[src/rtl/alu_seq_pipe.sv]
// Sequential ALU with valid/ready handshakes on both sides, registered result and flags,
// and an iterative shift-add multiplier that also serves multiply-accumulate.
module alu_seq_pipe #(
  parameter int WIDTH = 32
) (
  input  logic             i_clk,
  input  logic             i_reset,
  input  logic             i_valid,
  output logic             o_in_ready,
  input  logic [2:0]       i_select,
  input  logic [WIDTH-1:0] i_in0,
  input  logic [WIDTH-1:0] i_in1,
  input  logic [WIDTH-1:0] i_A,
  output logic             o_valid,
  input  logic             i_out_ready,
  output logic [WIDTH-1:0] o_out,
  output logic             o_zero,
  output logic             o_carry,
  output logic             o_overflow,
  output logic             o_busy
);

  localparam int CW = $clog2(WIDTH);
  localparam logic [CW-1:0] LAST = CW'(WIDTH - 1);

  localparam logic [2:0] OP_ADD = 3'b000;
  localparam logic [2:0] OP_SUB = 3'b001;
  localparam logic [2:0] OP_AND = 3'b010;
  localparam logic [2:0] OP_OR  = 3'b011;
  localparam logic [2:0] OP_XOR = 3'b100;
  localparam logic [2:0] OP_MUL = 3'b101;
  localparam logic [2:0] OP_MAC = 3'b110;
  localparam logic [2:0] OP_SLT = 3'b111;

  typedef enum logic [1:0] {IDLE, MUL, OUT} state_t;

  state_t           state;
  state_t           next_state;
  logic [WIDTH-1:0] mcand;
  logic [WIDTH-1:0] mplier;
  logic [WIDTH-1:0] acc;
  logic [WIDTH-1:0] acc_sum;
  logic [CW-1:0]    cnt;
  logic             accept;
  logic             is_mul;
  logic             mul_done;
  logic [WIDTH:0]   add_ext;
  logic [WIDTH:0]   sub_ext;
  logic [WIDTH-1:0] alu_res;
  logic             alu_carry;
  logic             alu_ovf;

  assign o_in_ready = (state == IDLE) || (state == OUT && i_out_ready);
  assign accept     = i_valid && o_in_ready;
  assign is_mul     = (i_select == OP_MUL) || (i_select == OP_MAC);
  assign o_busy     = (state == MUL);
  assign mul_done   = (state == MUL) && (cnt == LAST);
  assign acc_sum    = mplier[0] ? acc + mcand : acc;

  // Single-cycle results; carry is the 33rd bit for ADD and the borrow for SUB.
  always_comb begin
    add_ext   = {1'b0, i_in0} + {1'b0, i_in1};
    sub_ext   = {1'b0, i_in0} - {1'b0, i_in1};
    alu_res   = '0;
    alu_carry = 1'b0;
    alu_ovf   = 1'b0;
    case (i_select)
      OP_ADD: begin
        alu_res   = add_ext[WIDTH-1:0];
        alu_carry = add_ext[WIDTH];
        alu_ovf   = (i_in0[WIDTH-1] == i_in1[WIDTH-1]) &&
                    (add_ext[WIDTH-1] != i_in0[WIDTH-1]);
      end
      OP_SUB: begin
        alu_res   = sub_ext[WIDTH-1:0];
        alu_carry = sub_ext[WIDTH];
        alu_ovf   = (i_in0[WIDTH-1] != i_in1[WIDTH-1]) &&
                    (sub_ext[WIDTH-1] != i_in0[WIDTH-1]);
      end
      OP_AND: alu_res = i_in0 & i_in1;
      OP_OR:  alu_res = i_in0 | i_in1;
      OP_XOR: alu_res = i_in0 ^ i_in1;
      OP_SLT: alu_res = {{(WIDTH-1){1'b0}}, ($signed(i_in0) < $signed(i_in1))};
      default: alu_res = '0;
    endcase
  end

  always_ff @(posedge i_clk or negedge i_reset) begin
    if (!i_reset) state <= IDLE;
    else          state <= next_state;
  end

  always_comb begin
    next_state = state;
    case (state)
      IDLE: if (accept) next_state = is_mul ? MUL : OUT;
      MUL:  if (cnt == LAST) next_state = OUT;
      OUT:  if (i_out_ready) next_state = accept ? (is_mul ? MUL : OUT) : IDLE;
      default: next_state = IDLE;
    endcase
  end

  always_ff @(posedge i_clk or negedge i_reset) begin
    if (!i_reset) begin
      o_out      <= '0;
      o_valid    <= 1'b0;
      o_zero     <= 1'b0;
      o_carry    <= 1'b0;
      o_overflow <= 1'b0;
      mcand      <= '0;
      mplier     <= '0;
      acc        <= '0;
      cnt        <= '0;
    end else if (accept) begin
      if (is_mul) begin
        mcand   <= i_in0;
        mplier  <= i_in1;
        acc     <= (i_select == OP_MAC) ? i_A : '0;
        cnt     <= '0;
        o_valid <= 1'b0;
      end else begin
        o_out      <= alu_res;
        o_zero     <= (alu_res == '0);
        o_carry    <= alu_carry;
        o_overflow <= alu_ovf;
        o_valid    <= 1'b1;
      end
    end else if (state == MUL) begin
      acc    <= acc_sum;
      mcand  <= mcand << 1;
      mplier <= mplier >> 1;
      cnt    <= cnt + 1'b1;
      if (mul_done) begin
        o_out      <= acc_sum;
        o_zero     <= (acc_sum == '0);
        o_carry    <= 1'b0;
        o_overflow <= 1'b0;
        o_valid    <= 1'b1;
      end
    end else if (state == OUT && i_out_ready) begin
      o_valid <= 1'b0;
    end
  end

endmodule

[config.mk]
export PLATFORM = sky130hd
export DESIGN_NAME = alu_seq_pipe
export DESIGN_NICKNAME = d
export VERILOG_FILES = /design/src/rtl/alu_seq_pipe.sv
export SDC_FILE = /design/constraint.sdc
export NUM_CORES = 1
export LEC_CHECK = 0
export CAP_MARGIN = 0
export CORE_MARGIN = 8
export CORE_UTILIZATION = 55
export CTS_CLUSTER_SIZE = 25
export DETAILED_ROUTE_END_ITERATION = 10
export GPL_TIMING_DRIVEN = 0
export PLACE_DENSITY = 0.77
export SLEW_MARGIN = 20
export SYNTH_ARGS = -nofsm -noshare
export SYNTH_HDL_FRONTEND = slang
export SYNTH_SLANG_ARGS = --single-unit
[constraint.sdc]
create_clock -name i_clk -period 8.9 [get_ports i_clk]
set_input_delay 1.335 -clock i_clk [delete_from_list [all_inputs] [get_ports i_clk]]
set_output_delay 1.335 -clock i_clk [all_outputs]
set_load 0.05 [all_outputs]
==> qor.yml, run 1 <==
setup_path:
  crit_path_max_fanout: 10
  crit_type: "in -> reg"
  worst_ep_required_time_ns: 9.19
  startpoint_type: "primary input"
  slowest_stage: "o21ai_1"
  slowest_delay_ns: 1.06
  cp_data_arrival_time_ns: 6.21
  path_cells: "clkdlybuf4s50_1 > clkbuf_1 > clkbuf_1 > nand2_1 > o21ai_1 > clkbuf_1 > clkbuf_1 > a31oi_1"
  setup.worst_path.end_class: "flip-flop"
  cp_common_cell: "clkbuf_1"
clock_tree:
  h-tree-depth: 4
  cts_resized: 0
  clockBufferDepth: 2
  tritoncts: "built"
  holdBufCountCts: 0
  clk_latency_ns: 0.46
  clockRootBuffer: "clkbuf_16"
  clk_pin_slew_ns: 0.08
  numCtsBuffers: 17
  postCtsSetupBuffers: 0
  clock_sinks: 139
synth:
  async_flop_share_pct: 100
  ys_ff_latch: 139
  avgSynthCellArea_sq_um: 7.49
  synth_nets: 2088
  synth_area_sq_um: 13800
  synth_seq_area_share_pct: 25.1
  ys_types: 93
  syn_inst: 1846
  synth-main-ff-cell: "dfrtp_1"
  yosysWarnings: 0
  synth-edff-count: 0
min_path:
  hp-class: "reg -> reg"
routing:
  vias: 15800
  wirelength_mm: 60.0
  avgViaCountPerCell: 6.74
  antenna_left: 0
  wire_per_inst_um: 25.6
  firstDrtPassIters: 6
  drcViolationCount: 0
  drtIter0Drc: 2150
pwr:
  vdd_ir_drop_max_uv: 227
  power_leakage_nw: 7.01
  powerDensity_nw_per_um2: 337
  design_power_total_mw: 5.48
cells_and_area:
  fin_nets: 2248
  diodes: 0
  final_core_utilization_pct: 65.1
  syn2layout_area_growth_pct: 17.5
  final_area_sq_um: 16300
  post_route_cells_drive_above_1_share_pct: 4.85
timing:
  skew_ns: 0.0144
  timing.final.crit_share_pct: 66.5
  slew_violations: 0
  fmax_mhz: 169
  tightest_slew_ns: 1.29
  setup_viol: 0
  timing.setup.tns_ns: 0
  period_needed_ns: 5.92
  final-hold-violation-count: 0
  setup_ws_ns: 2.98
  relSlewSlack_pct: 13.7
  grt_setup_unrepaired: "no"
floorplan:
  die_area_sq_um: 30500
  die_y_um: 175
  start_util_pct: 55.4
  die_x_um: 175
  fp-row-count: 58
  ios: 141
  core_sq_um: 25000
placed_design:
  placement.cell_area_sq_um: 15700
  dp_hpwl_mm: 47.1
  port_buffers: 140
  dp_slack_ns: 2.97
  place.gp.congestion: 1.01
grt:
  grt_usage_pct: 38.0
  first_global_vias: 15500
  grt_max_degree: 77
  grt_antenna_before_repair: 0
  grt_pass1_wl_mm: 90.5
  grt_overflow: 0
job:
  drv_cap: 0
outcome:
  status: "finished clean"
[report_power, final]
| part | leakage, nW | switching (mW) | internal (mW) |
|---|---|---|---|
| Sequential | 1.60 | 0.283 | 0.927 |
| Clock | 0.273 | 0.370 | 0.372 |
| Combinational | 5.13 | 2.27 | 1.26 |
| Total | 7.01 | 2.92 | 2.55 |
[cells in the final DEF (no fill, tap or decap), types with 17 or more instances in the layout]
cell,Yosys,final
nand2_1,258,258
nor2_1,219,219
a21oi_1,158,158
dfrtp_1,139,139
clkdlybuf4s50_1,0,139
ha_1,136,136
inv_1,112,112
o21ai_0,95,95
clkbuf_1,91,91
a31oi_1,74,74
xnor2_1,33,33
a211oi_1,31,31
nor3_1,27,27
nand3_1,24,24
a221oi_1,23,23
a21o_1,21,21
nor4_1,21,21
nand4_1,19,19
o21a_1,18,18
o211ai_1,18,18
xor2_1,17,17
clkbuf_16,0,17
[critical path, delay by kind of cell]
kind	cells	cell delay (ns)
AOI/OAI and AO/OA	2	1.26
buffers and inverters	5	3.30
and+or+nand+nor	1	0.29
[cells in the mapped netlist (19+ instances only)]
cell	n	area, sq um
clkbuf_1	91	342
a21o_1	21	158
a21oi_1	158	791
nor3_1	27	135
nand2_1	258	968
inv_1	112	420
dfrtp_1	139	3480
nor4_1	21	131
nor2_1	219	822
a221oi_1	23	201
ha_1	136	1700
o21ai_0	95	475
nand3_1	24	120
a211oi_1	31	233
nand4_1	19	119
a31oi_1	74	463
xnor2_1	33	289
[state kept, by name, summed over array words and instances (netlist names)]
register	flops
acc	32
cnt	5
mcand	32
mplier	32
o_carry	1
o_out	32
o_overflow	1
o_valid	1
o_zero	1
state	2
[layout make-up]
| class | count | area [sq um] |
|---|---|---|
| inverters | 114 | 428 |
| well taps | 330 | 413 |
| clock buffers | 17 | 425 |
| multi-input cells | 1479 | 9470 |
| plain buffers | 114 | 459 |
| flip-flops and latches | 139 | 3480 |
| repair buffers | 141 | 1430 |
| clock inverters | 15 | 146 |
| fillers | 2161 | 8710 |
[per-layer routing]
metal  GRT usage (%)  share of wire, %  wire length [um]
met5               0                 0                 0
met3            9.82                11              6620
met1            47.0                38             23100
met4            20.0               5.4              3240
met2            60.3                45             27100
[worst paths after layout]
kind	startpoint	cells past startpoint	slack, ns	end
max	i_select[2]	8	2.98	mplier[26]$_DFFE_PN0P_
min	o_out[28]$_DFFE_PN0P_	1	0.51	o_out[28]$_DFFE_PN0P_
max reg2reg	mcand[0]$_DFFE_PN0P_	15	4.50	o_zero$_DFFE_PN0P_
min reg2reg	o_out[28]$_DFFE_PN0P_	1	0.51	o_out[28]$_DFFE_PN0P_
max in group asynchronous	i_reset	2	7.27	mcand[29]$_DFFE_PN0P_
min in group asynchronous	i_reset	1	0.83	cnt[4]$_DFFE_PN0P_
[through the flow]
stage / hold slack, ns / std cells
2_1_floorplan: 0.471 / 1846
3_3_place_gp: 0.461 / 2316
3_5_place_dp: 0.489 / 2317
4_1_cts: 0.509 / 2349
5_1_grt: 0.525 / 2349
6_report: 0.514 / 2349
[logic make-up after synthesis]
group	share of synthesized area, %
AOI/OAI and AO/OA	29.4
xor gates and xnor gates	3.17
adders and majority gates	12.7
buffers and inverters	6.41
DFF	25.1
muxes	1.91
and+or+nand+nor	21.2
(Power assumes the default switching activity.)
==> run 2, diff against run 1 <==
--- a/config.mk
+++ b/config.mk
@@ -7,7 +7,7 @@
 export LEC_CHECK = 0
 export CAP_MARGIN = 0
 export CORE_MARGIN = 8
-export CORE_UTILIZATION = 55
+export CORE_UTILIZATION = 53
 export CTS_CLUSTER_SIZE = 25
 export DETAILED_ROUTE_END_ITERATION = 10
 export GPL_TIMING_DRIVEN = 0
==> constraint.sdc (replaced) <==
create_clock -name i_clk -period 5 [get_ports i_clk]
set_input_delay 0.75 -clock i_clk [delete_from_list [all_inputs] [get_ports i_clk]]
set_output_delay 0.75 -clock i_clk [all_outputs]
set_load 0.05 [all_outputs]
==> qor.yml, run 2 (same netlist as run 1, synthesis figures left out) <==
placed_design:
  port_buffers: 140
  placement.cell_area_sq_um: 15700
  place.gp.congestion: 1.01
  dp_hpwl_mm: 47.8
cells_and_area:
  fin_nets: 2248
  n_fill_cell: 2240
  final_core_utilization_pct: 63.3
  post_route_cells_drive_above_1_share_pct: 5.20
  layout_commonest_cell: "nand2_1"
  syn2layout_area_growth_pct: 18.3
  final_cell_mix: "nand2_1, nor2_1, a21oi_1"
  final_area_sq_um: 16400
setup_path:
  rr_worst_depth: 15
  r2r_slack_ns: 0.42
  setup.worst_path.end_class: "flip-flop"
  cp_data_arrival_time_ns: 5.31
  startpoint_type: "primary input"
  worst_ep_required_time_ns: 5.36
  crit_path_max_fanout: 10
  crit_type: "in -> reg"
outcome:
  status: "finished clean"
routing:
  antenna_left: 0
  firstDrtPassIters: 7
  drcViolationCount: 0
  wirelength_mm: 61.1
  vias: 15900
  drtIter0Drc: 2159
  avgViaCountPerCell: 6.75
  wire_per_inst_um: 25.9
floorplan:
  fp-row-count: 59
  die_y_um: 178
  die_x_um: 178
  core_sq_um: 25800
  ios: 141
  die_area_sq_um: 31500
  start_util_pct: 53.5
clock_tree:
  clock_sinks: 139
  numCtsBuffers: 17
  h-tree-depth: 4
  holdBufCountCts: 0
  clockRootBuffer: "clkbuf_16"
  tritoncts: "built"
  clk_latency_ns: 0.45
  clockBufferDepth: 2
  clk_pin_slew_ns: 0.08
job:
  drv_cap: 0
pwr:
  design_power_total_mw: 9.88
  vdd_ir_drop_max_uv: 467
  power_leakage_nw: 7.05
  powerDensity_nw_per_um2: 604
timing:
  setup_viol: 0
  period_needed_ns: 4.95
  fmax_mhz: 202
  tightest_slew_ns: 0.973
  slew_violations: 0
  relSlewSlack_pct: 35.1
  grt_setup_unrepaired: "no"
  skew_ns: 0.0208
  final-hold-violation-count: 0
  timing.final.crit_share_pct: 99.0
grt:
  grt_max_degree: 102
  first_global_vias: 15700
  grt_antenna_before_repair: 1
  grt_overflow: 0
  grt_pass1_wl_mm: 91.6
  grt_usage_pct: 38.1
min_path:
  hp-class: "in -> async"
-- run 2: cell count changes in the layout (fill, tap and decap cells not counted), sizes merged --
cell	before	now
bufinv	0	2
clkbuf	108	107
diode	0	2
clkinvlp	3	2
clkinv	4	3
clkdlybuf4s15	0	1
-- run 2: per-layer routing --
metal  part of all wire [%]  wire (um)  GRT usage, %
met1                     38      23300          46.4
met2                     45      27300          60.1
met3                     11       6780          10.0
met4                    5.9       3630          22.4
met5                  0.021         13             0
-- run 2: power by group --
group          switching (mW)  internal, mW
clock                   0.669         0.767
sequential              0.504          1.65
combinational            4.05          2.24
-- run 2: final timing paths --
check,startpoint,end
max,i_select[1],o_zero$_DFFE_PN0P_
min,i_reset,mplier[9]$_DFFE_PN0P_
max reg2reg,mcand[0]$_DFFE_PN0P_,o_zero$_DFFE_PN0P_
min reg2reg,o_out[10]$_DFFE_PN0P_,o_out[10]$_DFFE_PN0P_
max in group asynchronous,i_reset,o_out[28]$_DFFE_PN0P_
min in group i_clk,o_out[10]$_DFFE_PN0P_,o_out[10]$_DFFE_PN0P_
-- run 2: final cells by class --
| type | instances | area [sq um] | area share, % |
|---|---|---|---|
| Inverter | 114 | 428 | 2.62 |
| Sequential cell | 139 | 3480 | 21.3 |
| Tap cell | 335 | 419 | 2.56 |
| Timing Repair Buffer | 141 | 1430 | 8.76 |
| Buffer | 114 | 468 | 2.86 |
| Multi-Input combinational cell | 1479 | 9510 | 58.1 |
| Antenna cell | 2 | 5.00 | 0.0306 |
| Clock inverter | 15 | 196 | 1.20 |
| Clock buffer | 17 | 425 | 2.60 |
-- run 2: worst max-delay path, stage by stage --
cell	delay, ns
clkdlybuf4s50_1	0.56
clkbuf_1	0.45
inv_1	0.24
nand2_1	0.35
clkbuf_1	0.56
clkbuf_1	0.62
o22ai_1	0.22
a211oi_1	0.38
nand4b_1	0.37
nor4_2	0.37
and4_1	0.22
nand2_1	0.06
o211ai_2	0.13
-- run 2: metrics by stage --
| step | hold WS [ns] | std cells | setup TNS (ns) | setup WS, ns |
|---|---|---|---|---|
| floorplan | 0.454 | 1846 | 0 | 1.32 |
| global placement | 0.460 | 2321 | -368.08 | -2.50 |
| detailed placement | 0.500 | 2322 | -4.56 | -0.295 |
| CTS | 0.198 | 2354 | 0 | 0.181 |
| global route | 0.208 | 2354 | 0 | 0.00988 |
| finish | 0.186 | 2356 | 0 | 0.0502 |
-- run 2: repair_timing --
| action | 4_1_cts | 5_1_grt |
|---|---|---|
| endpoints found under the setup margin | 0 | 11 |
| buffers inserted | 0 | 0 |
| gates resized for setup | 0 | 11 |
